--- config.mk ---
export PLATFORM = sky130hd
export DESIGN_NAME = e203_exu_fpu_fmac_sched
export DESIGN_NICKNAME = d
export VERILOG_FILES = /design/src/rtl/e203_exu_fpu_fmac_sched_pkg.sv /design/src/rtl/e203_exu_fpu_fmac_sched_wdog.sv /design/src/rtl/e203_exu_fpu_fmac_sched.sv
export SDC_FILE = /design/constraint.sdc
export NUM_CORES = 1
export LEC_CHECK = 0
export BUFFER_PORTS_ARGS = -buffer_cell sky130_fd_sc_hd__buf_2
export CORE_MARGIN = 5
export CORE_UTILIZATION = 41
export DETAILED_ROUTE_END_ITERATION = 12
export PLACE_DENSITY = 0.88
export SLEW_MARGIN = 20
export SYNTH_ARGS = -nofsm -noshare
export SYNTH_HDL_FRONTEND = slang
export SYNTH_SLANG_ARGS = --single-unit
--- constraint.sdc ---
create_clock -name clk -period 1.7 [get_ports clk]
set_clock_uncertainty 0.15 [all_clocks]
set_input_delay 0.085 -clock clk [delete_from_list [all_inputs] [get_ports clk]]
set_output_delay 0.085 -clock clk [all_outputs]
set_load 0.03 [all_outputs]
--- src/rtl/e203_exu_fpu_fmac_sched_pkg.sv ---
// Shared types and constants for the FMAC issue sequencer.
// Also supplies fallback widths when the core-wide width defines are absent.
`ifndef E203_ITAG_WIDTH
`define E203_ITAG_WIDTH 4
`endif
`ifndef E203_DECINFO_FMAC_WIDTH
`define E203_DECINFO_FMAC_WIDTH 12
`endif

package e203_exu_fpu_fmac_sched_pkg;

  typedef enum logic [2:0] {
    ST_IDLE  = 3'd0,
    ST_ISSUE = 3'd1,
    ST_WAIT  = 3'd2,
    ST_WBCK  = 3'd3,
    ST_DRAIN = 3'd4
  } sched_state_e;

  localparam logic [31:0] CANON_NAN  = 32'h7FC0_0000;
  localparam int          WDOG_CNT_W = 8;

endpackage

--- src/rtl/e203_exu_fpu_fmac_sched_wdog.sv ---
// Watchdog counter for the FMAC sequencer: counts cycles while run is high,
// restarts on clear, and flags expiry on the TIMEOUT-th running cycle.
module e203_exu_fpu_fmac_sched_wdog
  import e203_exu_fpu_fmac_sched_pkg::*;
#(
  parameter int TIMEOUT = 64
) (
  input  logic clk,
  input  logic rst,
  input  logic clear,
  input  logic run,
  output logic expired
);

  logic [WDOG_CNT_W-1:0] cnt_q, cnt_d;

  always_comb begin
    cnt_d = cnt_q;
    if (clear) begin
      cnt_d = '0;
    end else if (run) begin
      cnt_d = cnt_q + 1'b1;
    end
  end

  always_ff @(posedge clk) begin
    if (rst) begin
      cnt_q <= '0;
    end else begin
      cnt_q <= cnt_d;
    end
  end

  // cnt_q holds the number of completed running cycles, so the current cycle is number cnt_q+1.
  assign expired = run & (cnt_q == WDOG_CNT_W'(TIMEOUT - 1));

endmodule

--- src/rtl/e203_exu_fpu_fmac_sched.sv ---
// Single-op issue sequencer between EXU dispatch and the FPU FMAC datapath, with flush draining.
// Optional watchdog compiled in with `define E203_FPU_SCHED_WDOG_EN.
module e203_exu_fpu_fmac_sched
  import e203_exu_fpu_fmac_sched_pkg::*;
#(
  parameter int ITAG_W  = `E203_ITAG_WIDTH,
  parameter int INFO_W  = `E203_DECINFO_FMAC_WIDTH,
  parameter int TIMEOUT = 64
) (
  input  logic              clk,
  input  logic              rst,
  input  logic              disp_valid,
  output logic              disp_ready,
  input  logic [31:0]       disp_rs1,
  input  logic [31:0]       disp_rs2,
  input  logic [31:0]       disp_rs3,
  input  logic [INFO_W-1:0] disp_info,
  input  logic [ITAG_W-1:0] disp_itag,
  input  logic              flush_pulse,
  output logic              fmac_i_valid,
  input  logic              fmac_i_ready,
  output logic [31:0]       fmac_i_rs1,
  output logic [31:0]       fmac_i_rs2,
  output logic [31:0]       fmac_i_rs3,
  output logic [INFO_W-1:0] fmac_i_info,
  input  logic              fmac_o_valid,
  output logic              fmac_o_ready,
  input  logic [31:0]       fmac_o_wbck_wdat,
  output logic              wbck_valid,
  input  logic              wbck_ready,
  output logic [31:0]       wbck_wdat,
  output logic [ITAG_W-1:0] wbck_itag,
  output logic              wbck_err,
  output logic              busy
);

  // Handshakes: a transfer happens on a cycle where valid and ready are both high;
  // valid never depends on ready, and a flush pulse masks disp_ready and wbck_valid.

  sched_state_e      state_q, state_d;
  logic [31:0]       rs1_q, rs1_d, rs2_q, rs2_d, rs3_q, rs3_d;
  logic [INFO_W-1:0] info_q, info_d;
  logic [ITAG_W-1:0] itag_q, itag_d;
  logic [31:0]       wdat_q, wdat_d;
  logic              err_q, err_d;
  logic              wdog_expired;

`ifdef E203_FPU_SCHED_WDOG_EN
  e203_exu_fpu_fmac_sched_wdog #(
    .TIMEOUT (TIMEOUT)
  ) u_wdog (
    .clk     (clk),
    .rst     (rst),
    .clear   (state_d != state_q),
    .run     ((state_q == ST_WAIT) || (state_q == ST_DRAIN)),
    .expired (wdog_expired)
  );
`else
  assign wdog_expired = 1'b0;
`endif

  always_comb begin
    state_d      = state_q;
    rs1_d        = rs1_q;
    rs2_d        = rs2_q;
    rs3_d        = rs3_q;
    info_d       = info_q;
    itag_d       = itag_q;
    wdat_d       = wdat_q;
    err_d        = err_q;
    disp_ready   = 1'b0;
    fmac_i_valid = 1'b0;
    fmac_o_ready = 1'b0;
    wbck_valid   = 1'b0;
    case (state_q)
      ST_IDLE: begin
        disp_ready = ~flush_pulse;
        if (disp_valid && !flush_pulse) begin
          rs1_d   = disp_rs1;
          rs2_d   = disp_rs2;
          rs3_d   = disp_rs3;
          info_d  = disp_info;
          itag_d  = disp_itag;
          state_d = ST_ISSUE;
        end
      end
      ST_ISSUE: begin
        fmac_i_valid = 1'b1;
        fmac_o_ready = 1'b1;
        // An accepted op cannot be aborted, so a flush after accept must drain its result.
        if (flush_pulse) begin
          state_d = (fmac_i_ready && !fmac_o_valid) ? ST_DRAIN : ST_IDLE;
        end else if (fmac_i_ready && fmac_o_valid) begin
          wdat_d  = fmac_o_wbck_wdat;
          err_d   = 1'b0;
          state_d = ST_WBCK;
        end else if (fmac_i_ready) begin
          state_d = ST_WAIT;
        end
      end
      ST_WAIT: begin
        fmac_o_ready = 1'b1;
        if (flush_pulse) begin
          state_d = fmac_o_valid ? ST_IDLE : ST_DRAIN;
        end else if (fmac_o_valid) begin
          wdat_d  = fmac_o_wbck_wdat;
          err_d   = 1'b0;
          state_d = ST_WBCK;
        end else if (wdog_expired) begin
          wdat_d  = CANON_NAN;
          err_d   = 1'b1;
          state_d = ST_WBCK;
        end
      end
      ST_WBCK: begin
        wbck_valid = ~flush_pulse;
        if (flush_pulse || wbck_ready) begin
          state_d = ST_IDLE;
        end
      end
      ST_DRAIN: begin
        fmac_o_ready = 1'b1;
        if (fmac_o_valid || wdog_expired) begin
          state_d = ST_IDLE;
        end
      end
      default: state_d = ST_IDLE;
    endcase
  end

  always_ff @(posedge clk) begin
    if (rst) begin
      state_q <= ST_IDLE;
      rs1_q   <= '0;
      rs2_q   <= '0;
      rs3_q   <= '0;
      info_q  <= '0;
      itag_q  <= '0;
      wdat_q  <= '0;
      err_q   <= 1'b0;
    end else begin
      state_q <= state_d;
      rs1_q   <= rs1_d;
      rs2_q   <= rs2_d;
      rs3_q   <= rs3_d;
      info_q  <= info_d;
      itag_q  <= itag_d;
      wdat_q  <= wdat_d;
      err_q   <= err_d;
    end
  end

  assign fmac_i_rs1  = rs1_q;
  assign fmac_i_rs2  = rs2_q;
  assign fmac_i_rs3  = rs3_q;
  assign fmac_i_info = info_q;
  assign wbck_wdat   = wdat_q;
  assign wbck_itag   = itag_q;
  assign wbck_err    = err_q;
  assign busy        = (state_q != ST_IDLE);

endmodule

==> summary.md <==
| Metric | Value |
|---|---|
| Slew Limit Fails | `0` |
| Dpl hpwl | `11,920 um` |
| Share of cells above drive strength 1 | `43.95%` |
| CP startpoint kind | `register` |
| TritonRoute pass-1 iters | `5` |
| Static Leakage | `4.297 nW` |
| Die ar. | `16,310 um2` |
| Total CTS buffers | `17` |
| Cells along the critical path | `buf_4 -> and3b_1 -> o211ai_1 -> buf_4 -> clkbuf_16 -> nand2_1 -> a21oi_2` |
| WP data arrival | `1.92 ns` |
| DRT iter0 DRCs | `624` |
| Switching Share | `31.02%` |
| Reg-to-Reg Start | `state_q[0]$_SDFFE_PP0P_` |
| Largest net degree at the start of global routing | `49` |
| Die W | `127.7 um` |
| PD cells | `1121 nW/um2` |
| FF-to-FF setup slack | `-0.04 ns` |
| First-pass GRT wire length | `34,510 um` |
| Sequential share of power | `35.7%` |
| Clock sink count | `147` |
| Max VDD drop | `730.0 uV` |
| Setup ws final | `-0.04030 ns` |
| Top post-synthesis cells by area | `dfxtp_1, nand2_1, a21oi_2, a21oi_1, buf_12` |
| Post-synthesis cell area | `5682 um2` |
| Most common cell in the netlist | `nand2_1` |
| WL per Instance | `18.28 um` |
| Most frequent CP cell | `buf_4` |
| Post-synth top area cell | `dfxtp_1` |
| Placer Congestion | `0.8583` |
| Synth Instances | `665` |
| R2R depth | `7` |
| Yosys warns | `0` |
| Critical Path Max Stage Delay | `0.37 ns` |
| Post-synth EDFFs | `0` |
| Synth top cells by count | `nand2_1, dfxtp_1, a21oi_2, a21oi_1, clkbuf_1` |
| Grt ovf | `0` |
| Primary FF master, synth | `dfxtp_1` |
| Hold Crit Class | `in -> reg` |
| Worst Path Max Fanout | `8` |
| IO Pins | `301` |
| R2R Path End | `wbck_wdat[2]$_SDFFE_PP0P_` |
| Vias in the first global route | `6,816` |
| Net Count, Synth | `816` |
| Failing checks | `setup timing` |
| DRC | `0` |
| Yosys top cell area share | `51.79%` |
| Avg Inst Size Synth | `8.544 um2` |
| Final wirelength | `23,850 um` |
| Async S/R FF share, synth | `0%` |
| Status | `finished with violations` |
| Layout area overhead | `71.57%` |
| Yosys reg bits | `147` |
| P_sw | `0.003388 W` |
| Slowest cell on the critical path | `dfxtp_4` |
| Gate power share | `26.1%` |
| Die Ht | `127.7 um` |
| Setup crit start | `state_q[0]$_SDFFE_PP0P_` |
| Final Cycle Share | `102.4%` |
| Row Count | `43` |
| Post-synthesis sequential area ratio | `51.79%` |
| CTS max path bufs | `2` |
| Vias per cell | `5.220` |
| Tmin final | `1.740 ns` |
| Reg clk slew, reported paths | `0.06 ns` |
| Total power | `0.01092 W` |
| CTS tree | `done` |
| Total number of vias | `6,812` |
| Clk pwr share | `38.2%` |
| Layout fillers | `871` |
| Crit path required time | `1.88 ns` |
| Initial antenna violation count | `0` |
| Distinct cells, synth | `31` |
| Clock Tree Root | `clkbuf_16` |
| Layout Nets | `1,262` |
| Final Hold Viols | `0` |
| Initial Util | `41.41%` |
| RSZ-0062 raised after global routing | `true` |
| Cell Int Power | `0.007536 W` |
| Worst-Skew Late Latency | `0.40 ns` |
| Final setup violation count | `8` |
| I/O Buffers | `299` |
| Crit end category | `register` |
| CP Capture Point | `wbck_wdat[2]$_SDFFE_PP0P_` |
| Max-cap viol count | `0` |
| Deepest level of the CTS H-tree | `4` |
| Gr usage total | `26.50%` |
| Final core utilization | `71.05%` |
| Crit Path Class | `reg -> reg` |
| ANT nets after route | `0` |
| Core ar. | `13,720 um2` |
| Highest Clock Rate | `574.6 MHz` |
[power by group through the flow]
stage | clock (W) | sequential, W | combinational (W)
final | 0.00417 | 0.00390 | 0.00285
after global routing | 0.00439 | 0.00392 | 0.00300
after CTS | 0.00421 | 0.00388 | 0.00260
after detailed placement | 0 | 0.00394 | 0.00225
after global placement | 0 | 0.00393 | 0.00222
after floorplan | 0 | 0.00443 | 0.00111
[cell families (layout without fill, tap and decap cells)]
logic type / after synthesis / after routing / synth area share [%]
and+or+nand+nor: 309 / 309 / 22.37
AOI/OAI and AO/OA: 155 / 155 / 19.14
DFF: 147 / 147 / 51.79
buffers and inverters: 51 / 510 / 6.276
other: 1 / 2 / 0.06600
xor gates and xnor gates: 1 / 1 / 0.1542
muxes: 1 / 1 / 0.1982
[cell type report]
| class | instances | area [um2] | area share, % |
|---|---|---|---|
| clock buffer | 20 | 456.7 | 4.685 |
| tap | 180 | 225.2 | 2.310 |
| multi-input combinational | 467 | 2502 | 25.67 |
| timing repair buffer | 478 | 3410 | 34.98 |
| antenna | 1 | 2.502 | 0.02567 |
| clock inverter | 12 | 200.2 | 2.054 |
| sequential | 147 | 2952 | 30.28 |
[placed cells by master, fill, tap and decap left out, drive strengths merged]
| cell type | n |
|---|---|
| buf | 326 |
| nor3 | 1 |
| xnor2 | 1 |
| and2 | 1 |
| nand2b | 1 |
| nor3b | 3 |
| clkinv | 5 |
| a31oi | 1 |
| nor4 | 2 |
| dlygate4sd3 | 149 |
| a21oi | 147 |
| and3b | 1 |
| nor2b | 3 |
| o211ai | 1 |
| o211a | 1 |
| dfxtp | 147 |
| mux2 | 1 |
| a211oi | 1 |
| inv | 2 |
| nand2 | 291 |
| or3 | 1 |
| and3 | 1 |
| clkbuf | 23 |
| diode | 1 |
| bufinv | 5 |
| conb | 1 |
| o21ai | 4 |
| nor4bb | 1 |
| nor2 | 3 |
[worst min-delay path by stage]
stage                                       end  cells after the start          from  slack [ns]
global route            state_q[1]$_SDFFE_PP0P_                      4  fmac_i_ready        0.09
floorplan               state_q[1]$_SDFFE_PP0P_                      1   flush_pulse       0.006
finish                  state_q[0]$_SDFFE_PP0P_                      4  fmac_i_ready        0.08
CTS                     state_q[0]$_SDFFE_PP0P_                      4  fmac_i_ready        0.02
global placement     fmac_i_rs1[9]$_SDFFE_PP0P_                      3   disp_rs1[9]        0.17
detailed placement  fmac_i_rs3[31]$_SDFFE_PP0P_                      3  disp_rs3[31]        0.18
[worst max-delay path, delay by kind of cell, from the launching register on]
kind | cells | cell delay [ns]
compound gates | 2 | 0.36
buf+inv | 3 | 0.48
flops | 1 | 0.37
simple gates | 2 | 0.28
[registers in the layout, indices dropped and copies added (netlist names)]
signal,flops
state_q,3
wbck_wdat,32
fmac_i_info,12
fmac_i_rs1,32
fmac_i_rs3,32
fmac_i_rs2,32
wbck_itag,4
[per-layer routing]
| metal | wire (um) | share of wire [%] | track usage (%) | vias up |
|---|---|---|---|---|
| met2 | 12230 | 51 | 47.78 | 457 |
| met3 | 2166 | 9.1 | 7.833 | 109 |
| li1 | - | - | - | 3038 |
| met1 | 8310 | 35 | 27.27 | 3208 |
| met4 | 1149 | 4.8 | 14.86 | 0 |
| met5 | 0 | 0 | 0 | - |
[stage by stage]
step           TNS [ns]  instance area [um2]  instances  setup WS (ns)  hold slack [ns]
3_5_place_dp          0                 7340       1113        0.05742           0.1814
2_1_floorplan    -8.152                 5752        665        -0.1086         0.006188
5_1_grt          -1.569                 9746       1304       -0.09161          0.08891
6_report        -0.1501                 9748       1305       -0.04030          0.07873
4_1_cts               0                 9537       1297       0.006530          0.01550
3_3_place_gp          0                 7340       1113        0.07426           0.1748
[repair_timing]
action / in CTS / in global routing
cloned: 0 / 4
pin swaps: 1 / 6
gates resized for setup: 9 / 31
setup buffers: 3 / 3
hold buffers: 149 / 0
hold endpoints to repair: 146 / 0
setup endpoints to repair: 5 / 63
(Power assumes the default switching activity.)
